### src/rtl/score_reader.sv
// Reads a two-digit score from multiplexed 7-segment lines: debounces each digit
// slot, commits stable digits, and tracks link health (idle / locked / stale).
module score_reader #(
  parameter int STABLE_COUNT = 4,
  parameter int TIMEOUT      = 64
) (
  input  logic       clk,
  input  logic       rst,
  input  logic [6:0] segments,
  input  logic [1:0] digits,
  input  logic       invert,
  input  logic       clr_err,
  output logic [3:0] ones,
  output logic [3:0] tens,
  output logic [6:0] score_bin,
  output logic       score_valid,
  output logic       blank,
  output logic       changed,
  output logic       err_pattern,
  output logic       err_select,
  output logic       locked,
  output logic [1:0] state_dbg
);
  typedef enum logic [1:0] {IDLE = 2'd0, LOCKED = 2'd1, STALE = 2'd2} state_t;

  localparam logic [3:0]  N = 4'(STABLE_COUNT);
  localparam logic [15:0] T = 16'(TIMEOUT);

  // Input stage; clr_err rides along so error events and clears stay cycle-aligned.
  logic [6:0] seg_q;
  logic [1:0] dig_q;
  logic       inv_q, clr_q;

  always_ff @(posedge clk) begin
    if (rst) begin
      seg_q <= '0;
      dig_q <= '0;
      inv_q <= 1'b0;
      clr_q <= 1'b0;
    end else begin
      seg_q <= segments;
      dig_q <= digits;
      inv_q <= invert;
      clr_q <= clr_err;
    end
  end

  logic [6:0] seg_n;
  logic [1:0] dig_n;
  assign seg_n = inv_q ? ~seg_q : seg_q;
  assign dig_n = inv_q ? ~dig_q : dig_q;

  logic [3:0] code;
  logic       code_ok;
  always_comb begin
    code    = 4'd15;
    code_ok = 1'b1;
    case (seg_n)
      7'b0111111: code = 4'd0;
      7'b0000110: code = 4'd1;
      7'b1011011: code = 4'd2;
      7'b1001111: code = 4'd3;
      7'b1100110: code = 4'd4;
      7'b1101101: code = 4'd5;
      7'b1111101: code = 4'd6;
      7'b0000111: code = 4'd7;
      7'b1111111: code = 4'd8;
      7'b1101111: code = 4'd9;
      7'b0000000: code = 4'd15;
      default:    code_ok = 1'b0;
    endcase
  end

  // Slot index 0 = ones, 1 = tens.
  logic [1:0] sample;
  logic       valid_sel;
  assign sample    = {dig_n == 2'b10, dig_n == 2'b01};
  assign valid_sel = sample[0] | sample[1];

  logic [3:0] cand [2];
  logic [3:0] cnt [2];
  logic [3:0] cand_n [2];
  logic [3:0] cnt_n [2];

  always_comb begin
    for (int i = 0; i < 2; i++) begin
      cand_n[i] = cand[i];
      cnt_n[i]  = cnt[i];
      if (sample[i]) begin
        if (!code_ok) begin
          cnt_n[i] = 4'd0;
        end else if (code == cand[i]) begin
          cnt_n[i] = (cnt[i] == N) ? cnt[i] : cnt[i] + 4'd1;
        end else begin
          cand_n[i] = code;
          cnt_n[i]  = 4'd1;
        end
      end
    end
  end

  // Match stage: every sample that leaves a slot at full count requests a commit.
  logic [1:0]  pend;
  logic [3:0]  pval [2];
  logic [15:0] stale_cnt;
  logic        pat_ev, sel_ev, clr_d;

  always_ff @(posedge clk) begin
    if (rst) begin
      for (int i = 0; i < 2; i++) begin
        cand[i] <= 4'd15;
        cnt[i]  <= 4'd0;
        pval[i] <= 4'd15;
      end
      pend      <= '0;
      stale_cnt <= '0;
      pat_ev    <= 1'b0;
      sel_ev    <= 1'b0;
      clr_d     <= 1'b0;
    end else begin
      for (int i = 0; i < 2; i++) begin
        cand[i] <= cand_n[i];
        cnt[i]  <= cnt_n[i];
        pend[i] <= sample[i] && code_ok && (cnt_n[i] == N);
        pval[i] <= code;
      end
      if (valid_sel)
        stale_cnt <= '0;
      else if (stale_cnt != T)
        stale_cnt <= stale_cnt + 16'd1;
      pat_ev <= valid_sel && !code_ok;
      sel_ev <= (dig_n == 2'b11);
      clr_d  <= clr_q;
    end
  end

  logic [3:0] ones_n, tens_n;
  logic       pair_diff;
  assign ones_n    = pend[0] ? pval[0] : ones;
  assign tens_n    = pend[1] ? pval[1] : tens;
  assign pair_diff = {tens_n, ones_n} != {tens, ones};

  state_t     state;
  logic [1:0] seen;

  always_ff @(posedge clk) begin
    if (rst) begin
      state       <= IDLE;
      ones        <= 4'd15;
      tens        <= 4'd15;
      seen        <= '0;
      changed     <= 1'b0;
      err_pattern <= 1'b0;
      err_select  <= 1'b0;
    end else begin
      ones        <= ones_n;
      tens        <= tens_n;
      seen        <= seen | pend;
      changed     <= 1'b0;
      err_pattern <= (err_pattern & ~clr_d) | pat_ev;
      err_select  <= (err_select & ~clr_d) | sel_ev;
      case (state)
        IDLE: begin
          if ((seen[0] | pend[0]) && (seen[1] | pend[1]))
            state <= LOCKED;
        end
        LOCKED: begin
          if (stale_cnt == T)
            state <= STALE;
          else
            changed <= pair_diff;
        end
        STALE: begin
          if (pend != 2'b00) begin
            state   <= LOCKED;
            changed <= pair_diff;
          end
        end
        default: state <= IDLE;
      endcase
    end
  end

  assign locked      = (state == LOCKED);
  assign state_dbg   = state;
  assign score_valid = locked && (ones <= 4'd9) && (tens <= 4'd9);
  assign blank       = locked && (ones == 4'd15) && (tens == 4'd15);
  assign score_bin   = score_valid ? 7'({3'b000, tens} * 7'd10 + {3'b000, ones}) : 7'd0;
endmodule

### config.mk
export PLATFORM = sky130hd
export DESIGN_NAME = score_reader
export DESIGN_NICKNAME = d
export VERILOG_FILES = /design/src/rtl/score_reader.sv
export SDC_FILE = /design/constraint.sdc
export NUM_CORES = 1
export LEC_CHECK = 0
export CORE_MARGIN = 2
export CORE_UTILIZATION = 37
export CTS_BUF_LIST = sky130_fd_sc_hd__clkbuf_2
export DETAILED_ROUTE_END_ITERATION = 8
export PLACE_DENSITY = 0.62
export SLEW_MARGIN = 20
export SYNTH_ARGS = -nofsm -noshare
export SYNTH_HDL_FRONTEND = slang
export SYNTH_SLANG_ARGS = --single-unit
### constraint.sdc
create_clock -name clk -period 5.04 [get_ports clk]
set_input_delay 1.008 -clock clk [delete_from_list [all_inputs] [get_ports clk]]
set_output_delay 1.008 -clock clk [all_outputs]
set_load 0.01 [all_outputs]
* Word level (Yosys, flattened, before mapping)
Memories as Yosys holds them, arrays and structs flattened. Index checks and enable logic that the tools add are counted.
Word-level totals: flip-flop bits (word level) 47, memory bits (writable) 24, input port bits 13, output and inout port bits 23, logic and storage cells 126, memories kept 3
Operators by class: add/subtract/negate cells 4, multipliers 1, magnitude comparators 2, equal/unequal tests 29, multiplexer cells 37, bitwise logic cells 17, reductions and logical operators 17
Memory list:
- cand | words 2, width 4, read ports 2, clocked after memory_dff 0, write ports 2, RTL line 80 | logic [3:0] cand [2];
- cnt | words 2, width 4, read ports 2, clocked after memory_dff 0, write ports 2, RTL line 81 | logic [3:0] cnt [2];
- pval | words 2, width 4, read ports 2, clocked after memory_dff 0, write ports 2, RTL line 104 | logic [3:0] pval [2];
Operators by type and width (count):
- $mux 4 | 22
- $eq 7x7->1 const B | 7
- $pmux 4 s10 | 1
- $add 16x1->16 const B | 1
- $eq 16x7->1 const B | 1
- $eq 4x3->1 const B | 4
- $ne 16x7->1 const B | 1
- $eq 7x3->1 const B | 2
- $mux 7 | 2
- $or 1x1->1 | 11
- $reduce_or 11->1 | 1
- $logic_and 1x1->1 | 10
- $add 4x1->4 const B | 2
- $eq 4x4->1 | 2
- $eq 4x4->1 const B | 2
- $le 4x4->1 const B | 2
- $mux 2 | 4
- $ne 8x8->1 | 1
- $add 7x4->7 | 1
- $eq 7x6->1 const B | 1
- $logic_not 7->1 | 1
- $not 7->7 | 1
- $eq 2x2->1 const B | 3
- $mul 4x3->6 const B | 1
- other kinds (15) | 23

* Logic depth before layout (Yosys ltp)
word-level depth 10, gate-level depth with buffers 10, gate-level depth less buffers 8

* Worst setup path before layout
OpenSTA, ideal clock, no wires.
path type register to output, start point register tens[1], end point output score_bin[6], arrival time 1.941 ns, required time 4.032 ns, setup slack 2.091 ns, cell stages (with the launch flop) 8, path buffers 0, cells stage by stage dfxtp_1 > ha_1 > ha_1 > inv_1 > fa_1 > nor3b_1 > xnor2_1 > nor2_1
Between the ends: cells in the longest elaborated chain, start to end 3, elaborated cells between the ends (all ways) 5, classes of those cells 1 x add/sub; 1 x mul; 1 x order compare; 1 x mux; 1 x reduce/logical
RTL lines:
- from (decl) | RTL line 14 | output logic [3:0] tens,
- from (signal assigned) | RTL line 157 | tens <= tens_n;
- $mul 4x3->6 or $le 4x4->1 (tied branches) | RTL line 188, 186
- $add 7x4->7 or $logic_and 1x1->1 (tied branches) | RTL line 188, 186
- $mux 7 (*) | RTL line 188 | assign score_bin = score_valid ? 7'({3'b000, tens} * 7'd10 + {3'b000, ones}) : 7'd0;
- to (decl) | RTL line 15 | output logic [6:0] score_bin,
Mark *: on every way between the ends. The rest lies on a longest branch, timed or not.

* Worst setup path in the final report
Ends and elaborated chain as after synthesis.

==> results.toml <==
[timing]
period_needed_ns = 4.039
finalMaxSlewViolations = 0
finClkSkew_ns = 0.03971
max_slew.worst_pin.slew_ns = 0.7250
holdWs_ns = 0.4595
fin_crit_sh = 0.8013
setup_viol = 0
rsz0062_at_grt = "false"
slew_headroom = 0.5162
setup_tns_ns = 0
fmax_mhz = 247.6
hold_viol = 0

[yosys]
ys.flop_type = "dfxtp_1"
synthDistinctLibCells = 62
yosys.area.top_type = "dfxtp_1"
synth.cell_area_sq_um = 3791
yosysWarnings = 0
synth_area_leaders = "dfxtp_1 (35%), ha_1 (5.9%), nand2_1 (4.3%)"
ys_ff_latch = 67
synthesis.instances = 445
synth_edf_count = 0
syn_avg_cell_area_sq_um = 8.519
yosysMostFrequentCell = "dfxtp_1"
async_reset_ff_frac = 0
synthesis.nets = 478
synth_top_area_frac = 0.3538
ys_seq_area_frac = 0.3538
synth_common_cells = "dfxtp_1 (67), nand2_1 (43), nor2_1 (38), inv_1 (25), a21oi_1 (19)"

[detailed_routing]
drt_iter0_markers = 158
ant_nets = 0
drcViolationCount = 0
drtPass1Iterations = 7
routedWlPerCell_um = 12.37
vias = 3196
viasPerCell = 5.222
routed_wl_um = 7573

[critical_path]
required_ns = 4.03
critPathLaunchType = "flip-flop"
crit_top_cell = "ha_1"
crit_fanout = 8
arrival_ns = 3.03
path_class = "reg -> out"
cp_slowest_stage_delay_ns = 0.55
crit_chain = "ha_1 > ha_1 > inv_1 > fa_1 > nor3b_1 > xnor2_1 > nor2_1 > clkdlybuf4s50_1"
worst_path_max_delay_cell = "dfxtp_1"
endpoint_kind = "primary output"

[finish]
final_cells = 612
fillCellCount = 991
final_layout_size_suffix_gt1_frac = 0.07724
nets = 507
antenna_cells = 0
area_growth_pct = 13.73
finalInstanceArea_sq_um = 4312

[placed_design]
dp_cells = 596
place_hpwl_um = 5430
globalplace.congestion = 0.8706
port_buffers = 35
dpl_cell_area_sq_um = 4197

[clock_tree]
cts-buffers-inserted = 9
post_cts_buffers = 0
clockRootBuffer = "clkbuf_2"
ctsHoldBuffers = 0
clock_sinks = 67
clk_latency_ns = 0.51
cts.htree.levels = 3
cts_buffer_depth = 2
cts_tree = "built"
cts.repair.resized = 0
clk_pin_slew_ns = 0.19

[floorplanning]
die_w_um = 105.2
dieArea_sq_um = 11070
core_sq_um = 9864
io_pins = 36
initial_core_util = 0.3843
dieHeight_um = 105.2
fp-row-count = 36

[grt]
track_usage = 0.1433
grt_max_degree = 29
grt_pass1_vias = 2938
antenna_found_initial = 0
grt_overflow = 0
grt_pass1_wl_um = 13140

[power_and_ir_drop]
ir_worst_vdd_mv = 0.1775
p_per_area_nw_per_um2 = 242.5
cellLeakagePower_nw = 1.613

[flow_run]
cap_violations = 0

[min_path]
hp-class = "reg -> reg"

[status]
status = "finished clean"
## layout by cell type, fill, tap and decap left out, types with 3 or more instances in the layout
cell,instances
clkbuf_2,10
a21boi_0,3
o22ai_1,6
nor3_1,11
a21o_1,3
a22oi_1,4
nor3b_1,3
ha_1,18
nor2b_1,15
o21ai_0,14
xnor2_1,18
a221oi_1,3
and3_1,5
o211ai_1,9
a211oi_1,3
xor2_1,13
clkdlybuf4s50_1,35
a21oi_1,19
nor2_1,38
o21a_1,3
and2_1,5
or2_2,5
or3_1,8
nand2_1,43
nor4b_1,3
nand3b_1,3
nor4_1,4
mux2i_1,11
a22o_1,3
nand4_1,9
inv_1,25
nand3_1,15
dfxtp_1,67
## report_power, final
part	switching [mW]	internal (mW)	leakage (nW)
clock	0.199	0.117	0.0723
sequential	0.0244	0.549	0.546
combinational	0.0868	0.0684	0.995
## sequential cells by signal, summed over array words and instances (netlist names), 2 cells and up
register   cells
stale_cnt     16
cand           8
cnt            8
seg_q          7
ones           4
pval           4
tens           4
dig_q          2
pend           2
seen           2
state_dbg      2
## critical path, delay by kind of cell (launching register included)
family	cells	cell delay, ns
xor+xnor	1	0.09
buf+inv	2	0.61
fa+ha+maj	3	0.94
simple gates	2	0.35
flops	1	0.55
## layout make-up
type,instances,area (sq um),share of cell area
inverters,25,93.84,0.02176
clock inverters,6,65.06,0.01509
multi-input cells,335,2237,0.5189
well taps,133,166.4,0.03860
clock buffers,10,50.05,0.01161
flip-flops and latches,67,1341,0.3111
repair buffers,36,357.8,0.08299
## through the flow
step	util	worst slack, ns	power, mW
detailed placement	0.4254	1.543	0.7384
finish	0.4371	1.001	1.045
global route	0.4371	0.7937	1.114
CTS	0.4371	0.9269	1.062
global placement	0.4254	1.634	0.7353
floorplan	-	2.091	0.6968
## cells by family (layout without fill, tap and decap cells)
kind of cell    count (synthesis)  in the layout  synth area share
flops                          67             67            0.3538
fa+ha+maj                      20             20           0.06997
compound gates                 88             88            0.1611
mux                            11             11           0.02904
buf+inv                        43             77           0.05610
simple gates                  185            185            0.2584
xor+xnor                       31             31           0.07162
## per-layer routing
metal,global-route usage,vias up,share of wire
li1,-,1634,-
met1,0.1831,1465,0.48
met2,0.2323,89,0.45
met3,0.04638,8,0.053
met4,0.03810,0,0.0092
met5,0,-,0
## path summary, 6_finish.rpt
check | from | end | slack [ns] | depth (start not counted)
setup / recovery | tens[1] | score_bin[6] | 1.00 | 8
setup reg to reg | inv_q | cnt[0][7] | 1.83 | 8
hold reg to reg | clr_q | clr_d | 0.46 | 1
hold / removal | clr_q | clr_d | 0.46 | 1
(Power assumes the default switching activity.)
